**config.mk**
```make
export PLATFORM = sky130hd
export DESIGN_NAME = regfile_wb_arbiter
export DESIGN_NICKNAME = d
export VERILOG_FILES = /design/src/rtl/regfile_wb_arbiter.sv
export SDC_FILE = /design/constraint.sdc
export NUM_CORES = 1
export LEC_CHECK = 0
export CAP_MARGIN = 20
export CORE_ASPECT_RATIO = 0.7
export CORE_UTILIZATION = 39
export DETAILED_ROUTE_END_ITERATION = 16
export PLACE_DENSITY = 0.72
export REMOVE_ABC_BUFFERS = 1
export SLEW_MARGIN = 20
export SYNTH_ARGS = -nofsm -noshare
export SYNTH_HDL_FRONTEND = slang
export SYNTH_SLANG_ARGS = --single-unit
```
**constraint.sdc**
```tcl
create_clock -name clock -period 1.3 [get_ports clock]
set_input_delay 0.325 -clock clock [delete_from_list [all_inputs] [get_ports clock]]
set_output_delay 0.325 -clock clock [all_outputs]
set_load 0.03 [all_outputs]
```
**src/rtl/regfile_wb_arbiter.sv**
```systemverilog
// Register-file writeback arbiter: two writeback requesters (ALU, load)
// share one register-file write port through a round-robin grant.
// The winning request is registered into a one-hot WriteCode, RegWrite and RegData.
// Build option REGFILE_WB_SCOREBOARD_EN adds a pending-write scoreboard with
// issue-time set, writeback-time clear and two busy read ports.
module regfile_wb_arbiter (
    input  logic        clock,
    input  logic        reset,
    input  logic        hold,
    input  logic        req0_valid,
    input  logic [4:0]  req0_addr,
    input  logic [31:0] req0_data,
    output logic        req0_ready,
    input  logic        req1_valid,
    input  logic [4:0]  req1_addr,
    input  logic [31:0] req1_data,
    output logic        req1_ready,
`ifdef REGFILE_WB_SCOREBOARD_EN
    input  logic        issue_valid,
    input  logic [4:0]  issue_addr,
    input  logic [4:0]  SelA,
    input  logic [4:0]  SelB,
    output logic        busy_a,
    output logic        busy_b,
`endif
    output logic [31:0] WriteCode,
    output logic        RegWrite,
    output logic [31:0] RegData
);

    localparam int unsigned AddrW   = 5;
    localparam int unsigned DataW   = 32;
    localparam int unsigned NumRegs = 32;

    typedef struct packed {
        logic [AddrW-1:0] addr;
        logic [DataW-1:0] data;
    } wbReq_t;

    logic   prio;
    logic   grant0;
    logic   grant1;
    logic   anyGrant;
    wbReq_t selReq;
    logic   selNonZero;

    // Round-robin grant: a lone valid always wins, a tie goes to prio.
    // Reset and hold both force the readys low.
    always_comb begin
        grant0 = reset & ~hold & req0_valid & (~req1_valid | ~prio);
        grant1 = reset & ~hold & req1_valid & (~req0_valid |  prio);
    end

    assign req0_ready = grant0;
    assign req1_ready = grant1;
    assign anyGrant   = grant0 | grant1;

    // Select the payload of the granted requester.
    always_comb begin
        selReq = '0;
        if (grant1) begin
            selReq.addr = req1_addr;
            selReq.data = req1_data;
        end else begin
            selReq.addr = req0_addr;
            selReq.data = req0_data;
        end
        selNonZero = (selReq.addr != AddrW'(0));
    end

    // Priority pointer and registered write-port outputs; $0 writes are swallowed.
    always_ff @(posedge clock or negedge reset) begin
        if (!reset) begin
            prio      <= 1'b0;
            RegWrite  <= 1'b0;
            WriteCode <= '0;
            RegData   <= '0;
        end else begin
            if (anyGrant) begin
                prio    <= grant0;
                RegData <= selReq.data;
            end
            RegWrite  <= anyGrant & selNonZero;
            WriteCode <= (anyGrant & selNonZero) ? (NumRegs'(1) << selReq.addr) : '0;
        end
    end

`ifdef REGFILE_WB_SCOREBOARD_EN
    logic [NumRegs-1:0] pending;
    logic [NumRegs-1:0] setMask;
    logic [NumRegs-1:0] clrMask;

    // Issue sets, writeback clears; a coincident set on the same bit wins.
    always_comb begin
        setMask = '0;
        clrMask = '0;
        if (issue_valid) begin
            setMask = NumRegs'(1) << issue_addr;
        end
        if (anyGrant) begin
            clrMask = NumRegs'(1) << selReq.addr;
        end
        setMask[0] = 1'b0;
    end

    // Pending-write vector; bit 0 never set since $0 is hard-wired.
    always_ff @(posedge clock or negedge reset) begin
        if (!reset) begin
            pending <= '0;
        end else begin
            pending <= (pending & ~clrMask) | setMask;
        end
    end

    assign busy_a = pending[SelA];
    assign busy_b = pending[SelB];
`endif

endmodule

```
==> results.txt <==
- The detail route stage leaves a number of antenna-violating nets equal to 0.
- After layout, the worst setup slack is -169 ps.
- During I/O placement, the number of pins put on the boundary was 146.
* Clock sink count: 66
* Core Box Area: 8650 sq um
- CTS buffer count: 9
- Element type at the critical path end: primary output
- Dividing total power by cell area gives a power density of 1130 nW/um^2.
* Number of diodes added for antenna fixing: 0
- Setup crit start kind: flip-flop
- Measured against its own limit, the worst slew margin works out to 50.9%.
- After the first detailed-routing iteration, the DRC count stood at 285.
- Final worst-path cycle share: 113%
- In this run the mean area of a mapped cell was 9.52 sq um.
* Final core utilization: 74.0%
- Count of unresolved DRC violations after routing: 0
- Total count of max-transition violations in the final report: 0
* Top cells by area, synth: dfrtp_1, o311ai_1, o211ai_1
* Top layer reached by signal wires: met4
- Detail Placement HPWL: 8.08 mm
* Routability-driven placement congestion ratio: 0.880
* Overall die width: 116 um
- Number of levels in the clock H-tree: 3
- Starting density of the core: 41.1%
- The clock passes through at most 2 buffers.
* Multi-input gate area: 2000 sq um
- Failing checks: negative hold slack, negative setup slack
- Status: finished with violations
- Hold Slack: -11.6 ps
- Number of distinct standard cells referenced by the synthesized netlist: 36
- Number of max-cap violations: 0
- Number of buffers added on ports: 145
- Fraction of synthesized cell area taken by the top area cell type: 46.4%
* Largest net degree at the start of global routing: 38
* Setup tns final: -4680 ps
- Setup violations remaining at the end of the flow were counted as 64.
* First-pass GRT wire length: 19.2 mm
- Clock Latency Late Sink: 330 ps
- Layout overhead on the synthesized area: 80.0%
- Leakage power figure: 2.68 nW
- Summed over all instances, the cell type with the most area after synthesis is dfrtp_1.
* Number of global-route vias before repair: 3751
* RSZ-0062 raised after global routing: yes
* Proportion of layout cells with a drive suffix above 1: 35.8%
* Antenna violations before repair: 0
* Final worst path period need: 1470 ps
- Flops & latches, synth: 66
- Post-synthesis instance total: 374
* Detailed-route via count: 4011
- Height of the chip: 81.9 um
- Number of failing hold endpoints at the final stage: 18
- Met2 layer wire length in the routed design: 6.71 mm
* Total global routing track utilization: 26.7%
- Of all nets on the critical path, the largest fanout is 3.
- For this run, the number of Yosys warnings is 0.
* First-pass detailed-route iteration total: 5
- Largest clock skew in the final design: 7.85 ps
* Remaining global-route overflow: 0
* Total number of placement rows: 28
- The path class of the tightest hold or removal check is in2async.
* Filler cell count in the final layout: 593
- Data arrival time at the worst-slack endpoint: 1140 ps
- Clock root buffer: clkbuf_16
* F_max: 681 MHz
- Critical setup path kind: reg2out
- Across the whole layout, storage elements account for 1650 sq um.
- CTS tree: yes
* Non-filler cells in the finished layout: 676
- Dividing the detail-routed wire length by the instance count gives 20.8 um.
* Number of cells after detailed placement: 640
- Data on the critical path is required at its endpoint by 980 ps.
- Die area: 9520 sq um
- Wire length on met3: 1.14 mm
- Measured slew at the worst slew-check pin: 736 ps
- Sequential cell area fraction in the yosys report: 46.4%
* WL met1: 5.93 mm
- Total Power Consumption: 0.00726 W
* CTS clk-pin slew, worst paths: 60 ps
- IR analysis of the VDD net gives a maximum drop of 0.532 mV.
- At the end of the flow, the number of nets in the layout was 631.
- The routed design has 14.1 mm of wire.
* Ratio of routed vias to standard cells: 5.93
- Mapped Area: 3560 sq um
==> layout by cell type, fill, tap and decap left out, types with 2 or more instances in the layout <==
cell type | Yosys | layout
dlygate4sd2_1 | 0 | 9
and3_1 | 2 | 2
nor2b_1 | 8 | 8
o311ai_2 | 0 | 12
clkdlybuf4s50_1 | 0 | 65
clkbuf_16 | 0 | 12
nand3_2 | 0 | 4
buf_6 | 3 | 11
o21ai_0 | 32 | 32
nand3_1 | 32 | 27
and3b_1 | 6 | 6
o311ai_1 | 29 | 7
nor2_2 | 0 | 2
nor3b_1 | 4 | 2
buf_4 | 7 | 85
dfrtp_1 | 66 | 66
o2111ai_2 | 0 | 2
inv_1 | 32 | 32
a21oi_1 | 32 | 24
clkinv_2 | 0 | 2
a21oi_2 | 0 | 7
o211ai_1 | 27 | 27
o311ai_4 | 0 | 13
nor2_1 | 5 | 3
buf_12 | 1 | 23
nor3_1 | 4 | 3
nor3b_2 | 2 | 3
nand4_1 | 31 | 31
and2_1 | 3 | 3
bufbuf_16 | 0 | 2
buf_16 | 0 | 3
==> cell families (layout without fill, tap and decap cells) <==
family,Yosys count,in the layout,synth area share (%)
buf+inv,70,251,11.0
other cells,1,1,0.105
compound gates,130,130,24.2
simple gates,107,108,18.3
flops,66,66,46.4
==> area by class of cell <==
| class | count | area share [%] |
|---|---|---|
| clock inverter | 5 | 0.879 |
| timing repair buffer | 203 | 34.2 |
| sequential | 66 | 25.8 |
| multi-input combinational | 239 | 31.3 |
| inverter | 33 | 1.97 |
| tap | 120 | 2.34 |
| clock buffer | 10 | 3.57 |
==> what timing repair did <==
item | in CTS | in global routing
endpoints found under the hold margin | 0 | 9
gates resized for setup | 81 | 44
cloned | 5 | 4
buffers inserted | 8 | 3
pin swaps | 20 | 22
hold buffers | 0 | 1
setup endpoints to repair | 66 | 66
==> worst max-delay path: stages (launching register included) <==
cell and delay, ps:
dfrtp_1 400, buf_6 140, a21oi_4 130, buf_6 150
==> through the flow <==
stage	area (sq um)	worst slack (ps)
2_1_floorplan	3290	-1220
3_3_place_gp	5260	-725
3_5_place_dp	5260	-806
4_1_cts	6050	-154
5_1_grt	6410	-222
6_report	6410	-169
==> state kept, by name, summed over array words and instances (netlist names) <==
name and count:
RegWrite 1, prio 1, RegData 32, WriteCode 32
==> worst paths after layout <==
check | from | to | slack (ps) | depth (start not counted)
min in group clock | RegData[1] | RegData[1] | 500 | 2
hold reg to reg | RegData[1] | RegData[1] | 500 | 2
hold / removal | reset | WriteCode[0] | -10 | 2
setup reg to reg | prio | WriteCode[23] | -160 | 5
max in group asynchronous | reset | RegData[26] | 390 | 3
setup / recovery | prio | req0_ready | -170 | 3
==> synth_stat cells <==
cell and count:
nand2b_1 2, nor2_1 5, dfrtp_1 66, inv_1 32, nor3b_1 4, conb_1 1, nand3b_1 1, and3b_1 6
nand2_1 2, and3_1 2, o21ai_2 1, buf_4 7, o21ai_0 32, and3b_4 1, buf_8 4, inv_2 1
nor3_1 4, nand4_1 31, o211ai_1 27, o311ai_1 29, nor2b_1 8, a21oi_1 32, buf_6 3, nand2_2 1
and2_1 3, a311oi_1 1, o311ai_0 3, nand3_1 32, o2111ai_1 4, o21ai_1 1, clkbuf_1 7, buf_2 15
buf_12 1, nor3b_2 2, and4_1 1, and2b_1 2
==> metal layers <==
layer,track usage [%],vias to the layer above
met4,8.59,0
met5,0,-
met2,42.5,248
met3,5.02,32
li1,-,1784
met1,36.7,1947
==> power by group <==
part	switching [W]	internal, W	total (W)
clock network	0.000904	0.00147	0.00237
registers	0.000124	0.00226	0.00239
logic	0.00135	0.00115	0.00250
total	0.00238	0.00488	0.00726
No activity file was read; power rests on OpenSTA's default activity.
